<file path="config.mk">
export PLATFORM = sky130hd
export DESIGN_NAME = ix_scoreboard_flat
export DESIGN_NICKNAME = d
export VERILOG_FILES = /design/src/rtl/ix_scoreboard_pkg.sv /design/src/rtl/ix_scoreboard_if.sv /design/src/rtl/ix_scoreboard_sb_regfile.sv /design/src/rtl/ix_scoreboard.sv /design/src/flat_wrapper.sv
export SDC_FILE = /design/constraint.sdc
export NUM_CORES = 1
export LEC_CHECK = 0
export ABC_AREA = 1
export BUFFER_PORTS_ARGS = -buffer_cell sky130_fd_sc_hd__clkbuf_2
export CAP_MARGIN = 20
export CORE_MARGIN = 10
export CORE_UTILIZATION = 63
export DETAILED_ROUTE_END_ITERATION = 7
export PLACE_DENSITY = 0.95
export RECOVER_POWER = 50
export SLEW_MARGIN = 20
export SYNTH_ARGS = -nofsm -noshare
export SYNTH_HDL_FRONTEND = slang
export SYNTH_SLANG_ARGS = --single-unit
</file>
<file path="constraint.sdc">
create_clock -name clk -period 4.6 [get_ports clk]
set_input_delay 0.92 -clock clk [delete_from_list [all_inputs] [get_ports clk]]
set_output_delay 0.92 -clock clk [all_outputs]
set_load 0.01 [all_outputs]
</file>
<file path="src/rtl/ix_scoreboard_pkg.sv">
// Shared types for the issue stage: unit-class encodings, FSM states, unit select.
package ix_scoreboard_pkg;

  localparam logic [2:0] OT_INT    = 3'd0;
  localparam logic [2:0] OT_BRANCH = 3'd1;
  localparam logic [2:0] OT_LOAD   = 3'd2;
  localparam logic [2:0] OT_STORE  = 3'd3;
  localparam logic [2:0] OT_MULDIV = 3'd4;
  localparam logic [2:0] OT_CSR    = 3'd5;

  typedef enum logic [0:0] {
    ST_RUN   = 1'b0,
    ST_DRAIN = 1'b1
  } state_t;

  typedef enum logic [1:0] {
    UNIT_INT = 2'd0,
    UNIT_LSU = 2'd1,
    UNIT_MD  = 2'd2
  } unit_t;

endpackage

</file>
<file path="src/rtl/ix_scoreboard_if.sv">
// Decode-to-issue bundle: decoded instruction, three unit handshakes, writebacks, status.
interface ix_scoreboard_if #(
  parameter int CNT_W = 32
) ();
  logic             pipe_flush;
  logic             dec_ix_valid;
  logic             dec_ix_ready;
  logic [2:0]       dec_ix_op_type;
  logic             dec_ix_legal;
  logic             dec_ix_wb_en;
  logic [4:0]       dec_ix_rs1;
  logic [4:0]       dec_ix_rs2;
  logic [4:0]       dec_ix_rd;
  logic             dec_ix_fencei;
  logic             ix_int_valid;
  logic             ix_int_ready;
  logic             ix_lsu_valid;
  logic             ix_lsu_ready;
  logic             ix_md_valid;
  logic             ix_md_ready;
  logic             lsu_wb_valid;
  logic [4:0]       lsu_wb_rd;
  logic             md_wb_valid;
  logic [4:0]       md_wb_rd;
  logic             sb_busy;
  logic [CNT_W-1:0] ix_stall_cnt;

  modport slave (
    input  pipe_flush, dec_ix_valid, dec_ix_op_type, dec_ix_legal, dec_ix_wb_en,
           dec_ix_rs1, dec_ix_rs2, dec_ix_rd, dec_ix_fencei,
           ix_int_ready, ix_lsu_ready, ix_md_ready,
           lsu_wb_valid, lsu_wb_rd, md_wb_valid, md_wb_rd,
    output dec_ix_ready, ix_int_valid, ix_lsu_valid, ix_md_valid, sb_busy, ix_stall_cnt
  );

  modport master (
    output pipe_flush, dec_ix_valid, dec_ix_op_type, dec_ix_legal, dec_ix_wb_en,
           dec_ix_rs1, dec_ix_rs2, dec_ix_rd, dec_ix_fencei,
           ix_int_ready, ix_lsu_ready, ix_md_ready,
           lsu_wb_valid, lsu_wb_rd, md_wb_valid, md_wb_rd,
    input  dec_ix_ready, ix_int_valid, ix_lsu_valid, ix_md_valid, sb_busy, ix_stall_cnt
  );
endinterface

</file>
<file path="src/rtl/ix_scoreboard_sb_regfile.sv">
// 32x1 pending-write scoreboard: one set port, two clear ports, set beats clear, x0 never set.
module ix_scoreboard_sb_regfile (
  input  logic        clk,
  input  logic        rst,
  input  logic        i_set_en,
  input  logic [4:0]  i_set_idx,
  input  logic        i_clr0_en,
  input  logic [4:0]  i_clr0_idx,
  input  logic        i_clr1_en,
  input  logic [4:0]  i_clr1_idx,
  output logic [31:0] o_sb
);

  logic [31:0] r_sb;
  logic [31:0] w_set;
  logic [31:0] w_clr;

  always_comb begin
    w_set = '0;
    w_clr = '0;
    if (i_set_en)  w_set[i_set_idx]  = 1'b1;
    if (i_clr0_en) w_clr[i_clr0_idx] = 1'b1;
    if (i_clr1_en) w_clr[i_clr1_idx] = 1'b1;
    w_set[0] = 1'b0;
  end

  // OR-ing the set mask after clearing gives set priority on the same index.
  always_ff @(posedge clk) begin
    if (!rst) r_sb <= '0;
    else      r_sb <= (r_sb & ~w_clr) | w_set;
  end

  assign o_sb = r_sb;

endmodule

</file>
<file path="src/rtl/ix_scoreboard.sv">
// Issue controller: routes decoded instructions to INT/LSU/MD, stalls on scoreboard hazards,
// drains outstanding writes before CSR/fence.i/illegal. Combinational issue, no buffering.
module ix_scoreboard
  import ix_scoreboard_pkg::*;
#(
  parameter int CNT_W = 32
) (
  input logic           clk,
  input logic           rst,
  ix_scoreboard_if.slave ix
);

  state_t           r_state;
  logic [CNT_W-1:0] r_stall_cnt;
  logic [31:0]      w_sb;
  unit_t            w_target;
  logic             w_serial;
  logic             w_busy;
  logic             w_hz;
  logic             w_issue_ok;
  logic             w_tgt_rdy;
  logic             w_fire;
  logic             w_dec_rdy;
  logic             w_set_en;

  always_comb begin
    w_target = UNIT_INT;
    if (ix.dec_ix_legal && !ix.dec_ix_fencei) begin
      case (ix.dec_ix_op_type)
        OT_LOAD, OT_STORE: w_target = UNIT_LSU;
        OT_MULDIV:         w_target = UNIT_MD;
        default:           w_target = UNIT_INT;
      endcase
    end
  end

  assign w_serial = (ix.dec_ix_op_type == OT_CSR) || ix.dec_ix_fencei || !ix.dec_ix_legal;
  assign w_busy   = |w_sb;

  assign w_hz = (w_sb[ix.dec_ix_rs1] && (ix.dec_ix_rs1 != 5'd0)) ||
                (w_sb[ix.dec_ix_rs2] && (ix.dec_ix_rs2 != 5'd0)) ||
                (ix.dec_ix_wb_en && w_sb[ix.dec_ix_rd] && (ix.dec_ix_rd != 5'd0));

  // Reset gating keeps every unit valid low while reset is held.
  assign w_issue_ok = rst && ix.dec_ix_valid && !ix.pipe_flush && !w_hz && !(w_serial && w_busy);

  assign ix.ix_int_valid = w_issue_ok && (w_target == UNIT_INT);
  assign ix.ix_lsu_valid = w_issue_ok && (w_target == UNIT_LSU);
  assign ix.ix_md_valid  = w_issue_ok && (w_target == UNIT_MD);

  always_comb begin
    case (w_target)
      UNIT_LSU: w_tgt_rdy = ix.ix_lsu_ready;
      UNIT_MD:  w_tgt_rdy = ix.ix_md_ready;
      default:  w_tgt_rdy = ix.ix_int_ready;
    endcase
  end

  assign w_fire          = w_issue_ok && w_tgt_rdy;
  assign w_dec_rdy       = !ix.dec_ix_valid || ix.pipe_flush || w_fire;
  assign ix.dec_ix_ready = w_dec_rdy;

  // Only loads and mul/div produce late results; stores and INT ops are never tracked.
  assign w_set_en = w_fire && ix.dec_ix_wb_en &&
                    (((w_target == UNIT_LSU) && (ix.dec_ix_op_type == OT_LOAD)) ||
                     (w_target == UNIT_MD));

  ix_scoreboard_sb_regfile u_sb (
    .clk        (clk),
    .rst        (rst),
    .i_set_en   (w_set_en),
    .i_set_idx  (ix.dec_ix_rd),
    .i_clr0_en  (ix.lsu_wb_valid),
    .i_clr0_idx (ix.lsu_wb_rd),
    .i_clr1_en  (ix.md_wb_valid),
    .i_clr1_idx (ix.md_wb_rd),
    .o_sb       (w_sb)
  );

  assign ix.sb_busy      = w_busy;
  assign ix.ix_stall_cnt = r_stall_cnt;

  always_ff @(posedge clk) begin
    if (!rst) begin
      r_state     <= ST_RUN;
      r_stall_cnt <= '0;
    end else begin
      case (r_state)
        ST_RUN:   if (ix.dec_ix_valid && !ix.pipe_flush && w_serial && w_busy) r_state <= ST_DRAIN;
        ST_DRAIN: if (ix.pipe_flush || w_fire) r_state <= ST_RUN;
        default:  r_state <= ST_RUN;
      endcase
      if (ix.dec_ix_valid && !w_dec_rdy && (r_stall_cnt != '1))
        r_stall_cnt <= r_stall_cnt + 1'b1;
    end
  end

endmodule
</file>
<file path="src/flat_wrapper.sv">
// flat-port wrapper written by rule: the top's interface ports become plain ports
module ix_scoreboard_flat import ix_scoreboard_pkg::*;
#(
  parameter int CNT_W = 32
)
  (clk, rst, ix_pipe_flush, ix_dec_ix_valid, ix_dec_ix_op_type, ix_dec_ix_legal, ix_dec_ix_wb_en, ix_dec_ix_rs1, ix_dec_ix_rs2, ix_dec_ix_rd, ix_dec_ix_fencei, ix_ix_int_ready, ix_ix_lsu_ready, ix_ix_md_ready, ix_lsu_wb_valid, ix_lsu_wb_rd, ix_md_wb_valid, ix_md_wb_rd, ix_dec_ix_ready, ix_ix_int_valid, ix_ix_lsu_valid, ix_ix_md_valid, ix_sb_busy, ix_ix_stall_cnt);
  ix_scoreboard_if #(.CNT_W(CNT_W)) ix_i ();
  input logic clk;
  input logic rst;
  input wire logic [$bits(ix_i.pipe_flush)-1:0] ix_pipe_flush;
  input wire logic [$bits(ix_i.dec_ix_valid)-1:0] ix_dec_ix_valid;
  input wire logic [$bits(ix_i.dec_ix_op_type)-1:0] ix_dec_ix_op_type;
  input wire logic [$bits(ix_i.dec_ix_legal)-1:0] ix_dec_ix_legal;
  input wire logic [$bits(ix_i.dec_ix_wb_en)-1:0] ix_dec_ix_wb_en;
  input wire logic [$bits(ix_i.dec_ix_rs1)-1:0] ix_dec_ix_rs1;
  input wire logic [$bits(ix_i.dec_ix_rs2)-1:0] ix_dec_ix_rs2;
  input wire logic [$bits(ix_i.dec_ix_rd)-1:0] ix_dec_ix_rd;
  input wire logic [$bits(ix_i.dec_ix_fencei)-1:0] ix_dec_ix_fencei;
  input wire logic [$bits(ix_i.ix_int_ready)-1:0] ix_ix_int_ready;
  input wire logic [$bits(ix_i.ix_lsu_ready)-1:0] ix_ix_lsu_ready;
  input wire logic [$bits(ix_i.ix_md_ready)-1:0] ix_ix_md_ready;
  input wire logic [$bits(ix_i.lsu_wb_valid)-1:0] ix_lsu_wb_valid;
  input wire logic [$bits(ix_i.lsu_wb_rd)-1:0] ix_lsu_wb_rd;
  input wire logic [$bits(ix_i.md_wb_valid)-1:0] ix_md_wb_valid;
  input wire logic [$bits(ix_i.md_wb_rd)-1:0] ix_md_wb_rd;
  output wire logic [$bits(ix_i.dec_ix_ready)-1:0] ix_dec_ix_ready;
  output wire logic [$bits(ix_i.ix_int_valid)-1:0] ix_ix_int_valid;
  output wire logic [$bits(ix_i.ix_lsu_valid)-1:0] ix_ix_lsu_valid;
  output wire logic [$bits(ix_i.ix_md_valid)-1:0] ix_ix_md_valid;
  output wire logic [$bits(ix_i.sb_busy)-1:0] ix_sb_busy;
  output wire logic [$bits(ix_i.ix_stall_cnt)-1:0] ix_ix_stall_cnt;
  assign ix_i.pipe_flush = ix_pipe_flush;
  assign ix_i.dec_ix_valid = ix_dec_ix_valid;
  assign ix_i.dec_ix_op_type = ix_dec_ix_op_type;
  assign ix_i.dec_ix_legal = ix_dec_ix_legal;
  assign ix_i.dec_ix_wb_en = ix_dec_ix_wb_en;
  assign ix_i.dec_ix_rs1 = ix_dec_ix_rs1;
  assign ix_i.dec_ix_rs2 = ix_dec_ix_rs2;
  assign ix_i.dec_ix_rd = ix_dec_ix_rd;
  assign ix_i.dec_ix_fencei = ix_dec_ix_fencei;
  assign ix_i.ix_int_ready = ix_ix_int_ready;
  assign ix_i.ix_lsu_ready = ix_ix_lsu_ready;
  assign ix_i.ix_md_ready = ix_ix_md_ready;
  assign ix_i.lsu_wb_valid = ix_lsu_wb_valid;
  assign ix_i.lsu_wb_rd = ix_lsu_wb_rd;
  assign ix_i.md_wb_valid = ix_md_wb_valid;
  assign ix_i.md_wb_rd = ix_md_wb_rd;
  assign ix_dec_ix_ready = ix_i.dec_ix_ready;
  assign ix_ix_int_valid = ix_i.ix_int_valid;
  assign ix_ix_lsu_valid = ix_i.ix_lsu_valid;
  assign ix_ix_md_valid = ix_i.ix_md_valid;
  assign ix_sb_busy = ix_i.sb_busy;
  assign ix_ix_stall_cnt = ix_i.ix_stall_cnt;
  ix_scoreboard #(.CNT_W(CNT_W)) u_core (.clk(clk), .rst(rst), .ix(ix_i));
endmodule
</file>
==> flow_summary_export.csv <==
group,metric,value,unit
final_layout,finish.utilization,70.6,%
placed_design,hpwl,13300,um
routing,antenna_left,0,
logic_synthesis,synth_top_family_by_area,"simple AND/OR/NAND/NOR gates",
logic_synthesis,synth.area.mux_share,0.209,%
routing,drt-total-wl,18100,um
timing,layout_min_cycle_time,3760,ps
timing,max_freq,266,MHz
final_layout,fin_nets,967,
worst_setup_path,crit_cells,14,
logic_synthesis,syn_nets,912,
timing,min_period_over_period,81.7,%
timing,slew_headroom,28.3,%
worst_setup_path,r2r_slack,1660,ps
die,core-area,8260,um^2
worst_setup_path,worstSetupEndpointType,"output port",
run_status,status,"finished clean",
die,die_w,112,um
routing,wl_met1,6630,um
cts,clock_path_buffers,2,
cts,htreeDepth,3,
min_path,min_to,"u_core.u_sb.o_sb[0]",
worst_setup_path,crit_family,"simple AND/OR/NAND/NOR gates",
min_path,min_path_type,"register to register",
cts,clk_pin_slew,80,ps
power,p_leak,2.42,nW
logic_synthesis,synth_fa_ha_area_share,0.929,%
die,start_util,65.2,%
timing,skew,16.8,ps
die,ios,77,
cts,clk_latency,350,ps
final_layout,finalNonFillerCells,1033,
cts,cts_resized,0,
global_route,grt_max_degree,64,
min_path,hold_depth,2,
worst_setup_path,cpPeakStageDelay,420,ps
die,die_h,112,um
routing,drt-pass1-iter-count,6,
routing,wire_per_inst,17.5,um
power,ir_worst_vdd,184,uV
cts,postCtsSetupBuffers,0,
worst_setup_path,r2r-start,"u_core.u_sb.o_sb[15]",
die,core.rowCount,33,
timing,timing.setup.tns,0,ps
global_route,grt_usage,27.3,%
worst_setup_path,worstPathRequired,3680,ps
logic_synthesis,async_reset_ff_share,0,%
placed_design,port_buffers,76,
power,seq_power_share,45.6,%
logic_synthesis,synthXorXnorAreaFrac,4.39,%
final_layout,final_common_cell,"nand2_1",
worst_setup_path,cp.buffers_inverters,3,
power,power_switching,0.366,mW
timing,holdWs,498,ps
timing,setup_violations,0,
min_path,hp-start,"u_core.u_sb.o_sb[0]",
routing,detailroute.via_count,6429,
logic_synthesis,syn_avg_cell_area,6.20,um^2
routing,drcViolationCount,0,
worst_setup_path,worstPathCellList,"clkbuf_2 > inv_4 > nand2_1 > nor2_1 > nor2_1 > nand2_1 > nand2_1 > nand2_1 > nor2_1 > nand2_1 > nand2_1 > nand2_1 > nor4b_1 > clkbuf_2",
logic_synthesis,netlist_instances,868,
logic_synthesis,ys_warn_count,0,
die,die-area,12600,um^2
logic_synthesis,synthSimpleGateAreaFrac,43.4,%
worst_setup_path,path_class,"input pin to output port",
routing,met2WireLength,8140,um
worst_setup_path,r2r_end,"u_core.u_sb.o_sb[26]",
power,p_sw_share,30.0,%
global_route,antenna_found_initial,0,
power,comb_power_share,14.3,%
timing,grt_setup_unrepaired,"no",
routing,highest_layer,"met4",
timing,worst_pin_slew,1080,ps
final_layout,syn_to_final_growth,8.25,%
placed_design,place_inst,1017,
routing,wl_met3,2100,um
power,cellInternalPower,0.854,mW
routing,first_iter_violations,854,
logic_synthesis,syn_area,5390,um^2
final_layout,final_cell_mix,"nand2_1, inv_1, nor2_1",
cts,cts_buffers,9,
logic_synthesis,synth_compound_area_share,14.7,%
worst_setup_path,rr_worst_depth,13,
worst_setup_path,arrival,2840,ps
final_layout,final_layout_size_suffix_gt1_share,9.70,%
cts,cts_tree,"built",
global_route,grt_pass1_vias,5974,
cts,cts-root-buf,"clkbuf_8",
routing,avgViaCountPerCell,6.22,
worst_setup_path,crit_path_frequent_cell,"nand2_1",
global_route,grt_overflow,0,
worst_setup_path,cp_max_fo,28,
final_layout,n_antenna_cell,0,
worst_setup_path,slowest_stage,"clkbuf_2",
global_route,grt_pass1_wl,29200,um
power,pwr-share-clk,40.1,%
timing,slew_viol_final,0,
cts,cts_sinks,64,
logic_synthesis,synth-seq-cells,64,
power,p_per_area,209,nW/um^2
logic_synthesis,ys.flop_type,"dfxtp_1",
job,drv_cap,0,
logic_synthesis,ys_seq_area_share,23.8,%
logic_synthesis,ys_types,41,
placed_design,globalplace.congestion,1.02,
timing,hold_viol,0,
worst_setup_path,cp-start-kind,"input pin",
logic_synthesis,synth_enable_flop_cells,0,
cts,cts_hold_buf,0,
[cell families after synthesis]
kind of cell             count (synthesis)
multiplexers                             1
buffers and inverters                  140
flip-flops                              64
AO/OA/AOI/OAI                          121
XOR/XNOR                                27
AND/OR/NAND/NOR                        511
adder cells (fa/ha/maj)                  4
[worst min-delay path, cell delays in order (launching register included)]
cell	delay, ps
dfxtp_1	350
nand2_1	70
a221oi_1	40
[synthesized netlist by cell type (4+ instances only)]
cell type / n / area [um^2]
a21oi_1: 64 / 320
a221o_1: 31 / 310
buf_2: 8 / 40.0
buf_4: 8 / 60.1
buf_6: 10 / 113
clkbuf_1: 11 / 41.3
dfxtp_1: 64 / 1280
ha_1: 4 / 50.1
inv_1: 93 / 349
inv_2: 4 / 15.0
nand2_1: 235 / 882
nand2_2: 7 / 43.8
nand3_1: 46 / 230
nand3b_1: 33 / 248
nand4_1: 38 / 238
nor2_1: 90 / 338
nor3_1: 45 / 225
nor4_1: 8 / 50.1
o211ai_1: 5 / 37.5
o21ai_0: 9 / 45.0
o21ai_1: 6 / 30.0
xnor2_1: 6 / 52.6
xor2_1: 21 / 184
[registers in the layout, indices dropped and copies added, names as in the netlist]
signal                  flops
u_core.ix.ix_stall_cnt     32
u_core.u_sb.o_sb           32
[stage by stage]
step / instance area [um^2] / setup WS, ps / total power, mW
2_1_floorplan: 5390 / 1330 / 0.690
3_3_place_gp: 5650 / 1120 / 0.731
3_5_place_dp: 5670 / 1020 / 0.735
4_1_cts: 5860 / 1010 / 1.21
5_1_grt: 5830 / 608 / 1.26
6_report: 5830 / 844 / 1.22
[layout make-up]
class                           instances  area (um^2)
Multi-Input combinational cell        664         3450
Fill cell                             738         2430
Sequential cell                        64         1280
Inverter                              101          389
Timing Repair Buffer                   83          385
Tap cell                              105          131
Clock buffer                           10          128
Clock inverter                          6         67.6
[power groups by stage]
stage	clock [mW]	sequential, mW	combinational (mW)
2_1_floorplan	0	0.569	0.121
3_3_place_gp	0	0.569	0.162
3_5_place_dp	0	0.569	0.166
4_1_cts	0.491	0.556	0.167
5_1_grt	0.514	0.556	0.189
6_report	0.490	0.556	0.175
[how the worst max path moves through the flow]
stage / end / from / slack (ps)
after floorplan: ix_dec_ix_ready / ix_dec_ix_legal / 1330
after global routing: ix_dec_ix_ready / ix_dec_ix_rd[0] / 610
after detailed placement: ix_ix_lsu_valid / ix_dec_ix_rd[0] / 1020
after CTS: ix_ix_lsu_valid / ix_dec_ix_rd[0] / 1010
after global placement: ix_ix_lsu_valid / ix_dec_ix_rd[0] / 1120
final: ix_ix_lsu_valid / ix_dec_ix_rd[0] / 840
[metal layers]
| metal | vias to the layer above | GRT usage, % |
|---|---|---|
| li1 | 3012 | - |
| met1 | 2832 | 32.1 |
| met2 | 478 | 44.7 |
| met3 | 107 | 5.32 |
| met4 | 0 | 16.8 |
| met5 | - | 0 |
(Power assumes the default switching activity.)
